File: config.mk
export PLATFORM = sky130hd
export DESIGN_NAME = edge_seq
export DESIGN_NICKNAME = d
export VERILOG_FILES = /design/src/rtl/edge_seq.sv
export SDC_FILE = /design/constraint.sdc
export NUM_CORES = 1
export LEC_CHECK = 0
export ABC_AREA = 1
export CORE_ASPECT_RATIO = 0.8
export CORE_MARGIN = 4
export CORE_UTILIZATION = 30
export CTS_CLUSTER_DIAMETER = 100
export DETAILED_ROUTE_END_ITERATION = 10
export HOLD_SLACK_MARGIN = 0.06
export PLACE_DENSITY_LB_ADDON = 0.2
export SLEW_MARGIN = 20
export SYNTH_ARGS = -nofsm -noshare
export SYNTH_HDL_FRONTEND = slang
export SYNTH_SLANG_ARGS = --single-unit
File: constraint.sdc
create_clock -name clk -period 2.2 [get_ports clk]
set_input_delay 0.44 -clock clk [delete_from_list [all_inputs] [get_ports clk]]
set_output_delay 0.44 -clock clk [all_outputs]
set_load 0.01 [all_outputs]
File: src/rtl/edge_seq.sv
// Frame sequencer for an edge-detect engine: loads pixels into the source BRAM,
// releases the engine, then streams the result BRAM out one pixel at a time.
module edge_seq #(
    parameter int H   = 500,
    parameter int V   = 500,
    parameter int TMO = 2500000
) (
    input  logic        clk,
    input  logic        rst_n,
    input  logic        start,
    input  logic        abort,
    input  logic        ld_valid,
    input  logic [7:0]  ld_data,
    output logic        ld_ready,
    output logic        src_we,
    output logic [17:0] src_addr,
    output logic [7:0]  src_din,
    output logic        eng_rst,
    input  logic        eng_ready,
    output logic [17:0] dst_addr,
    input  logic [7:0]  dst_dout,
    output logic        out_valid,
    output logic [7:0]  out_data,
    input  logic        out_ready,
    output logic        busy,
    output logic        done,
    output logic        err
);
    localparam int N  = H * V;
    localparam int RW = $clog2(TMO + 1);
    localparam logic [17:0]   LAST     = 18'(N - 1);
    localparam logic [RW-1:0] TMO_LAST = RW'(TMO - 1);
    localparam logic [RW-1:0] RUN_MIN  = RW'(2);

    typedef enum logic [2:0] {IDLE, LOAD, RUN, RD, CAP, SEND} state_t;

    state_t        state, state_n;
    logic [17:0]   cnt, cnt_n;
    logic [RW-1:0] run, run_n;
    logic          err_n, done_n, we_n;
    logic [17:0]   addr_n;
    logic [7:0]    din_n, data_n;

    assign ld_ready  = (state == LOAD);
    assign eng_rst   = (state != RUN);
    assign busy      = (state != IDLE);
    assign out_valid = (state == SEND);
    // cnt never passes N-1, so the read address is always in range
    assign dst_addr  = cnt;

    always_ff @(posedge clk or negedge rst_n) begin
        if (!rst_n) begin
            state    <= IDLE;
            cnt      <= '0;
            run      <= '0;
            err      <= 1'b0;
            done     <= 1'b0;
            src_we   <= 1'b0;
            src_addr <= '0;
            src_din  <= '0;
            out_data <= '0;
        end else begin
            state    <= state_n;
            cnt      <= cnt_n;
            run      <= run_n;
            err      <= err_n;
            done     <= done_n;
            src_we   <= we_n;
            src_addr <= addr_n;
            src_din  <= din_n;
            out_data <= data_n;
        end
    end

    always_comb begin
        state_n = state;
        cnt_n   = cnt;
        run_n   = run;
        err_n   = err;
        done_n  = 1'b0;
        we_n    = 1'b0;
        addr_n  = src_addr;
        din_n   = src_din;
        data_n  = out_data;
        // abort beats any handshake in flight; that transfer is dropped
        if (abort && state != IDLE) begin
            state_n = IDLE;
        end else begin
            case (state)
                IDLE: if (start && !abort) begin
                    state_n = LOAD;
                    cnt_n   = '0;
                    err_n   = 1'b0;
                end
                LOAD: if (ld_valid) begin
                    we_n   = 1'b1;
                    addr_n = cnt;
                    din_n  = ld_data;
                    if (cnt == LAST) begin
                        state_n = RUN;
                        cnt_n   = '0;
                        run_n   = '0;
                    end else begin
                        cnt_n = cnt + 18'd1;
                    end
                end
                RUN: begin
                    run_n = run + 1'b1;
                    // eng_ready is untrusted while the engine comes out of hold
                    if (run >= RUN_MIN && eng_ready) begin
                        state_n = RD;
                    end else if (run == TMO_LAST) begin
                        state_n = IDLE;
                        err_n   = 1'b1;
                    end
                end
                RD:  state_n = CAP;
                CAP: begin
                    data_n  = dst_dout;
                    state_n = SEND;
                end
                SEND: if (out_ready) begin
                    if (cnt == LAST) begin
                        state_n = IDLE;
                        done_n  = 1'b1;
                        cnt_n   = '0;
                    end else begin
                        state_n = RD;
                        cnt_n   = cnt + 18'd1;
                    end
                end
                default: state_n = IDLE;
            endcase
        end
    end
endmodule
# --- Word level (Yosys, flattened, before mapping) ---
# Cells that the tools add are included.
# Widths: inputs -> output; s select.
classes:
  eq_ne: 19
  magnitude_cmp: 1
  muxes: 28
  addsub: 2
  bitwise_logic: 1
  n_reduce_logical: 15
op_table:
  columns: ["operator", "count"]
  rows:
  - ["$mux 18", 4]
  - ["$pmux 18 s3", 1]
  - ["$mux 22", 2]
  - ["$pmux 22 s2", 1]
  - ["$add 22x1->22 const B", 1]
  - ["$eq 22x22->1 const B", 1]
  - ["$ge 22x2->1 const B", 1]
  - ["$mux 3", 7]
  - ["$add 18x1->18 const B", 1]
  - ["$eq 18x18->1 const B", 1]
  - ["$pmux 3 s6", 1]
  - ["$reduce_and 5->1", 3]
  - ["$mux 1", 10]
  - ["$ne 2x2->1 const B", 4]
  - ["$eq 3x2->1 const B", 2]
  - ["$eq 3x3->1 const B", 2]
  - ["$ne 3x1->1 const B", 2]
  - ["$ne 3x2->1 const B", 2]
  - ["$reduce_bool 3->1", 2]
  - ["$ne 2x1->1 const B", 2]
  - ["$ne 4x4->1 const B", 1]
  - ["$reduce_and 4->1", 1]
  - ["$reduce_bool 2->1", 2]
  - ["$eq 3x1->1 const B", 1]
  - ["other kinds (9)", 11]
totals:
  inputBits: 23
  reg_bits: 80

# --- Depth between registers and ports, before layout ---
# Gate-level depths: netlist of the first run.
depth:
  ltp_word: 5
  depth_mapped: 14

# --- Least setup slack after synthesis of the first run ---
# Ideal clock, no wire load.
synth_path:
  kind: "flip-flop to flip-flop"
  start: "reg cnt[0] (netlist: dst_addr[0])"
  end: "reg run[16]"
  path_slack_ns: 0.466
  stages_incl_launch_ff: 11
  t_arrival_ns: 1.669
  path_buffers: 1
  cell_sequence: "dfrtp_1 > ha_1 > nand3_1 > inv_1 > nand3_1 > nor2_2 > nand2_2 > nand2_2 > buf_2 > nand3_1 > nand2_1"
synth_via:
  elab_chain_cells: 3
synth_rtl:
  columns: ["element", "line", "source"]
  rows:
  - ["start, declared", "38", "logic [17:0] cnt, cnt_n;"]
  - ["start signal, assigned", "64", "cnt <= cnt_n;"]
  - ["$eq 18x18->1", "99", "if (cnt == LAST) begin"]
  - ["$ne 2x1->1 (no line)", null, null]
  - ["$reduce_and 4->1 (no line)", null, null]
  - ["end signal, assigned", "65", "run <= run_n;"]
  - ["end, declared", "39", "logic [RW-1:0] run, run_n;"]
# Every way passes these cells.
# A chain may end at the register's enable or synchronous reset.

# --- Worst setup path after layout of the first run ---
layout_path:
  start: "reg state[1]"
  end: "out ld_ready"
layout_via:
  elab_chain_cells: 1
layout_rtl:
  columns: ["element", "line", "source"]
  rows:
  - ["start, declared", "37", "state_t state, state_n;"]
  - ["start signal, assigned", "63", "state <= state_n;"]
  - ["$eq 3x1->1", "44", "assign ld_ready = (state == LOAD);"]
  - ["end, declared", "14", "output logic ld_ready,"]
# Every way passes these cells.

==> results of run 1 <==
sequential cells by signal, indices dropped and copies added (netlist names), 3 cells and up:
signal and cells:
out_data 8, state 3, dst_addr 18, run 22, src_din 8, src_addr 18
worst max-delay path: cells and delay by family (launching register included):
kind	cells	cell delay [ns]
flops	1	0.45
simple gates	2	0.26
buf+inv	2	0.65
power groups by stage:
stage          clock network, mW  logic, mW  registers, mW
2_1_floorplan                  0       1.21           2.27
3_3_place_gp                   0       2.41           2.17
3_5_place_dp                   0       2.44           2.19
4_1_cts                     1.73       2.44           2.16
5_1_grt                     1.79       2.72           2.22
6_report                    1.69       2.42           2.17
per-layer routing:
layer  track usage, %  share of wire, %  vias up
li1                 -                 -     2123
met4            4.053               1.1        0
met1            21.90                50     1948
met3            4.175               6.3        9
met5                0                 0        -
met2            23.59                43      100
placed cells by master, fill, tap and decap left out, types with 5 or more instances in the layout:
cell             count
dfrtp_1             79
nand2_1            169
clkdlybuf4s50_1     80
nor3_1              15
nor2_1              65
nand4_1             23
inv_1               64
xor2_1               5
inv_2                5
nand2_2              8
nand3_1             40
o21ai_1             18
a21oi_1             13
mux2_2               8
nor2_2               5
buf_4               30
o21ai_0             30
clkbuf_16            9
path summary, 6_finish.rpt:
kind / start / end / cells after the start
min in group clk: src_din[7] / src_din[7] / 2
max in group asynchronous: rst_n / state[0] / 2
min reg2reg: src_din[7] / src_din[7] / 2
max: state[1] / ld_ready / 4
max reg2reg: dst_addr[14] / run[9] / 11
min: rst_n / src_addr[9] / 1
per-stage QoR:
stage	utilization, %	worst slack (ns)	power [mW]	cell area [um^2]
after CTS	41.59	0.02573	6.337	5946
after floorplan	-	0.4660	3.483	4387
after detailed placement	39.21	0.1394	4.622	5605
after global routing	41.65	0.004247	6.734	5954
final	41.65	0.06939	6.274	5954
after global placement	39.21	0.1579	4.585	5605
final cells by class:
cell class | count | area [um^2]
fill | 1477 | 8343
multi-input combinational | 424 | 2049
sequential | 80 | 2003
timing repair buffer | 112 | 1066
clock buffer | 12 | 266.5
inverter | 70 | 265.3
tap | 184 | 230.2
clock inverter | 4 | 73.82
cells by family after synthesis:
| kind of cell | after synthesis | share of synthesized area [%] |
|---|---|---|
| AO/OA/AOI/OAI | 72 | 8.956 |
| adder cells (fa/ha/maj) | 3 | 0.8558 |
| AND/OR/NAND/NOR | 336 | 33.69 |
| multiplexers | 8 | 2.054 |
| buffers and inverters | 84 | 7.815 |
| flip-flops | 80 | 45.64 |
| XOR/XNOR | 5 | 0.9982 |
==> impl_metrics.py, run 1 <==
metrics = {
    "pwr": {
        "p_leak_nw": 2.716,
        "p_int_mw": 4.031,
        "pwr-share-clk_pct": 26.9,
        "pwr-share-comb_pct": 38.6,
        "seqPwrFrac_pct": 34.5,
        "power-per-cell-area_nw_per_um2": 1054,
        "ir_drop_mv": 0.5627,
        "p_switching_mw": 2.243,
        "swShare_pct": 35.75,
    },
    "place": {
        "placed_cells": 870,
        "dpl.hpwl_um": 9656,
        "portBuffers": 81,
        "place_congestion": 0.9062,
    },
    "cells_and_area": {
        "fin_nets": 723,
        "drive_above_1_share_pct": 12.25,
        "num_antenna_cells": 0,
        "final_cells": 886,
        "syn_to_final_growth_pct": 35.74,
    },
    "detailed_routing": {
        "routed_via_density": 4.718,
        "wl_per_cell_um": 14.02,
        "drt_iter0_drc": 224,
        "dr_total_vias": 4180,
        "postRouteAntennaNets": 0,
        "drc": 0,
        "wirelength_um": 12420,
        "dr.pass1.iters": 4,
    },
    "sta": {
        "worst-slew-pin-transition_ns": 0.6742,
        "post-route-period-util_pct": 96.85,
        "min_period_ns": 2.131,
        "max_slew_margin_pct": 55.05,
        "hold_ws_ns": 0.1324,
        "fin_tns_setup_ns": 0,
        "rsz0062_at_grt": "no",
        "setup_viol": 0,
        "clock_skew_ns": 0.007011,
        "drv_slew": 0,
        "fmax_mhz": 469.3,
        "finalHoldViolations": 0,
    },
    "setup_path": {
        "worst-path-max-fanout": 5,
        "rrSetupSlack_ns": 0.24,
        "critPathSlowestCell": "clkdlybuf4s50_1",
        "crit_chain": "inv_2 -> nand2_2 -> nor2_4 -> clkdlybuf4s50_1",
        "critical_path_class": "reg -> out",
        "crit_path_start_kind": "flip-flop",
        "end_kind": "output pin",
        "crit_required_ns": 1.76,
        "slowest_delay_ns": 0.57,
        "cp_data_arrival_time_ns": 1.69,
    },
    "floorplanning": {
        "fp.dieArea_um2": 16630,
        "core-area_um2": 14300,
        "initial_core_util_pct": 30.68,
        "die_w_um": 143.2,
        "rows": 39,
        "die_height_um": 116.2,
        "ios": 82,
    },
    "synthesis": {
        "yosysWarnings": 0,
        "yosys.area.top_type": "dfrtp_1",
        "synth_nets": 614,
        "ys.flop_type": "dfrtp_1",
        "synthTopCellsByCount": "169 x nand2_1, 80 x dfrtp_1, 66 x nor2_1",
        "ys_seq_elements": 80,
        "synth-edff-count": 0,
        "synth_most_common_cell": "nand2_1",
        "yosys-top-cells-area": "dfrtp_1 46%, nand2_1 14%, nor2_1 5.6%",
        "syn_inst": 588,
        "synth_cell_types": 35,
        "synthesis.area_um2": 4387,
        "seq_area_frac_synth_pct": 45.64,
        "ys_async_sr_fraction_pct": 100.0,
        "synth.avg_cell_area_um2": 7.460,
        "synth_top_area_share_pct": 45.64,
    },
    "clocking": {
        "numCtsBuffers": 9,
        "cts_tree": "done",
        "cts.hold.buffers_added": 0,
        "clk_latency_ns": 0.34,
        "cts-htree-levels": 3,
        "clockBufferDepth": 2,
        "cts_sinks": 80,
        "cts.repair.resized": 0,
        "cts.clk_slew.worst_paths_ns": 0.06,
        "cts_setup_buffers": 0,
        "clock_tree.root_cell": "clkbuf_16",
    },
    "grt": {
        "grt_usage_pct": 15.47,
        "grt_pass1_wl_um": 20540,
        "grt_overflow": 0,
        "antenna_found_initial": 0,
        "grt_max_degree": 49,
        "grt_pass1_vias": 4134,
    },
    "worst_hold_path": {
        "hp-class": "in -> async",
    },
    "status": {
        "status": "completed",
    },
    "job": {
        "max-cap-violations": 0,
    },
}
No activity file was read; power rests on OpenSTA's default activity.
==> run 2, diff against run 1 <==
==> constraint.sdc (replaced) <==
create_clock -name clk -period 2.5 [get_ports clk]
set_input_delay 0.5 -clock clk [delete_from_list [all_inputs] [get_ports clk]]
set_output_delay 0.5 -clock clk [all_outputs]
set_load 0.05 [all_outputs]
==> run 2 against run 1 <==
  * Sequential power fell by 11%
  * Clock power shrank 15%
  * Highest routed layer unchanged
  * Global-route usage is 0.32 points lower
  * Routed wire length is 2.5% lower
==> impl_metrics.py, run 2 (synthesis results as in run 1) <==
metrics = {
    "setup_path": {
        "slowest_delay_ns": 0.85,
        "crit_path_start_kind": "flip-flop",
        "critical_path_class": "reg -> out",
        "worst-path-max-fanout": 5,
        "crit_required_ns": 2.00,
        "crit_chain": "nor2_2 -> nand2_2 -> clkdlybuf4s50_1",
        "critPathSlowestCell": "clkdlybuf4s50_1",
        "end_kind": "output pin",
        "cp_data_arrival_time_ns": 1.92,
    },
    "detailed_routing": {
        "wl_per_cell_um": 13.96,
        "wirelength_um": 12110,
        "drt_iter0_drc": 443,
        "drc": 0,
        "dr_total_vias": 4159,
        "routed_via_density": 4.791,
        "dr.pass1.iters": 5,
        "postRouteAntennaNets": 0,
    },
    "cells_and_area": {
        "layout_commonest_cell": "nand2_1",
        "syn_to_final_growth_pct": 31.86,
        "fill_cells": 1451,
        "drive_above_1_share_pct": 10.09,
        "num_antenna_cells": 0,
        "regMostFlops": "run",
        "multiInputGateArea_um2": 2042,
        "fin_nets": 705,
        "largest_reg_flops": 22,
        "ff_latch_area_um2": 2002,
        "final_cell_mix": "169 x nand2_1, 80 x dfrtp_1, 77 x clkdlybuf4s50_1, 66 x nor2_1, 64 x inv_1",
    },
    "clocking": {
        "cts-htree-levels": 3,
        "numCtsBuffers": 9,
        "cts_setup_buffers": 0,
        "cts_tree": "done",
        "clk_latency_ns": 0.34,
        "cts_sinks": 80,
        "cts.clk_slew.worst_paths_ns": 0.06,
        "clock_tree.root_cell": "clkbuf_16",
        "cts.repair.resized": 0,
        "clockBufferDepth": 2,
        "cts.hold.buffers_added": 0,
    },
    "sta": {
        "max_slew_margin_pct": 48.19,
        "clock_skew_ns": 0.005663,
        "post-route-period-util_pct": 96.93,
        "hold_ws_ns": 0.1380,
        "fin_tns_setup_ns": 0,
        "drv_slew": 0,
        "fmax_mhz": 412.7,
        "fin_ws_ns": 0.07676,
        "min_period_ns": 2.423,
        "worst-slew-pin-transition_ns": 0.7742,
        "setup_viol": 0,
        "rsz0062_at_grt": "no",
        "finalHoldViolations": 0,
    },
    "job": {
        "max-cap-violations": 0,
    },
    "worst_hold_path": {
        "hp-class": "in -> async",
    },
    "pwr": {
        "power-per-cell-area_nw_per_um2": 1070,
        "ir_drop_mv": 0.5610,
        "p_leak_nw": 2.616,
        "power.total_mw": 6.192,
    },
    "grt": {
        "grt_pass1_vias": 3964,
        "grt_max_degree": 43,
        "grt_usage_pct": 15.15,
        "antenna_found_initial": 0,
        "grt_pass1_wl_um": 20080,
        "grt_overflow": 0,
    },
    "status": {
        "status": "completed",
    },
    "floorplanning": {
        "die_w_um": 143.2,
        "fp.dieArea_um2": 16630,
        "rows": 39,
        "ios": 82,
        "die_height_um": 116.2,
        "core-area_um2": 14300,
        "initial_core_util_pct": 30.68,
    },
    "place": {
        "portBuffers": 81,
        "dp_slack_ns": 0.3575,
        "dpl.hpwl_um": 9279,
        "place_congestion": 0.9104,
    },
}
[run 2: worst paths after layout]
kind	from	end	slack [ns]	cells past startpoint
max	state[0]	busy	0.08	3
min	rst_n	src_addr[5]	0.14	1
max reg2reg	dst_addr[0]	dst_addr[3]	0.32	8
min reg2reg	src_addr[14]	src_addr[14]	0.47	2
max in group asynchronous	rst_n	src_din[6]	1.79	2
min in group clk	src_addr[14]	src_addr[14]	0.47	2
[run 2: worst max-delay path: cells and delay by family, from the launching register on]
family | cells | cell delay [ns]
AND/OR/NAND/NOR | 2 | 0.24
flip-flops | 1 | 0.49
buffers and inverters | 1 | 0.85
[run 2: area by class of cell]
type	count	area share (%)
Clock inverter	6	1.428
Clock buffer	10	4.132
Timing Repair Buffer	94	15.96
Tap cell	184	3.980
Multi-Input combinational cell	424	35.30
Sequential cell	80	34.61
Inverter	70	4.586
[run 2: stage by stage]
stage | utilization [%] | std cells | area, um^2
6_report | 40.46 | 868 | 5784
3_3_place_gp | 38.21 | 852 | 5463
5_1_grt | 40.46 | 868 | 5784
3_5_place_dp | 38.21 | 852 | 5463
4_1_cts | 40.46 | 868 | 5784
2_1_floorplan | - | 588 | 4387
[run 2: metal layers]
| layer | routed length (um) | up-vias | GRT usage (%) |
|---|---|---|---|
| met5 | 0 | - | 0 |
| met4 | 170 | 0 | 4.623 |
| met3 | 795 | 12 | 4.257 |
| met2 | 5363 | 114 | 23.19 |
| met1 | 5784 | 1946 | 21.00 |
| li1 | - | 2087 | - |
[run 2: power breakdown]
part | switching (mW) | total (mW) | internal, mW
combinational | 1.94 | 2.83 | 0.898
clock | 0.533 | 1.43 | 0.896
sequential | 0.301 | 1.93 | 1.63
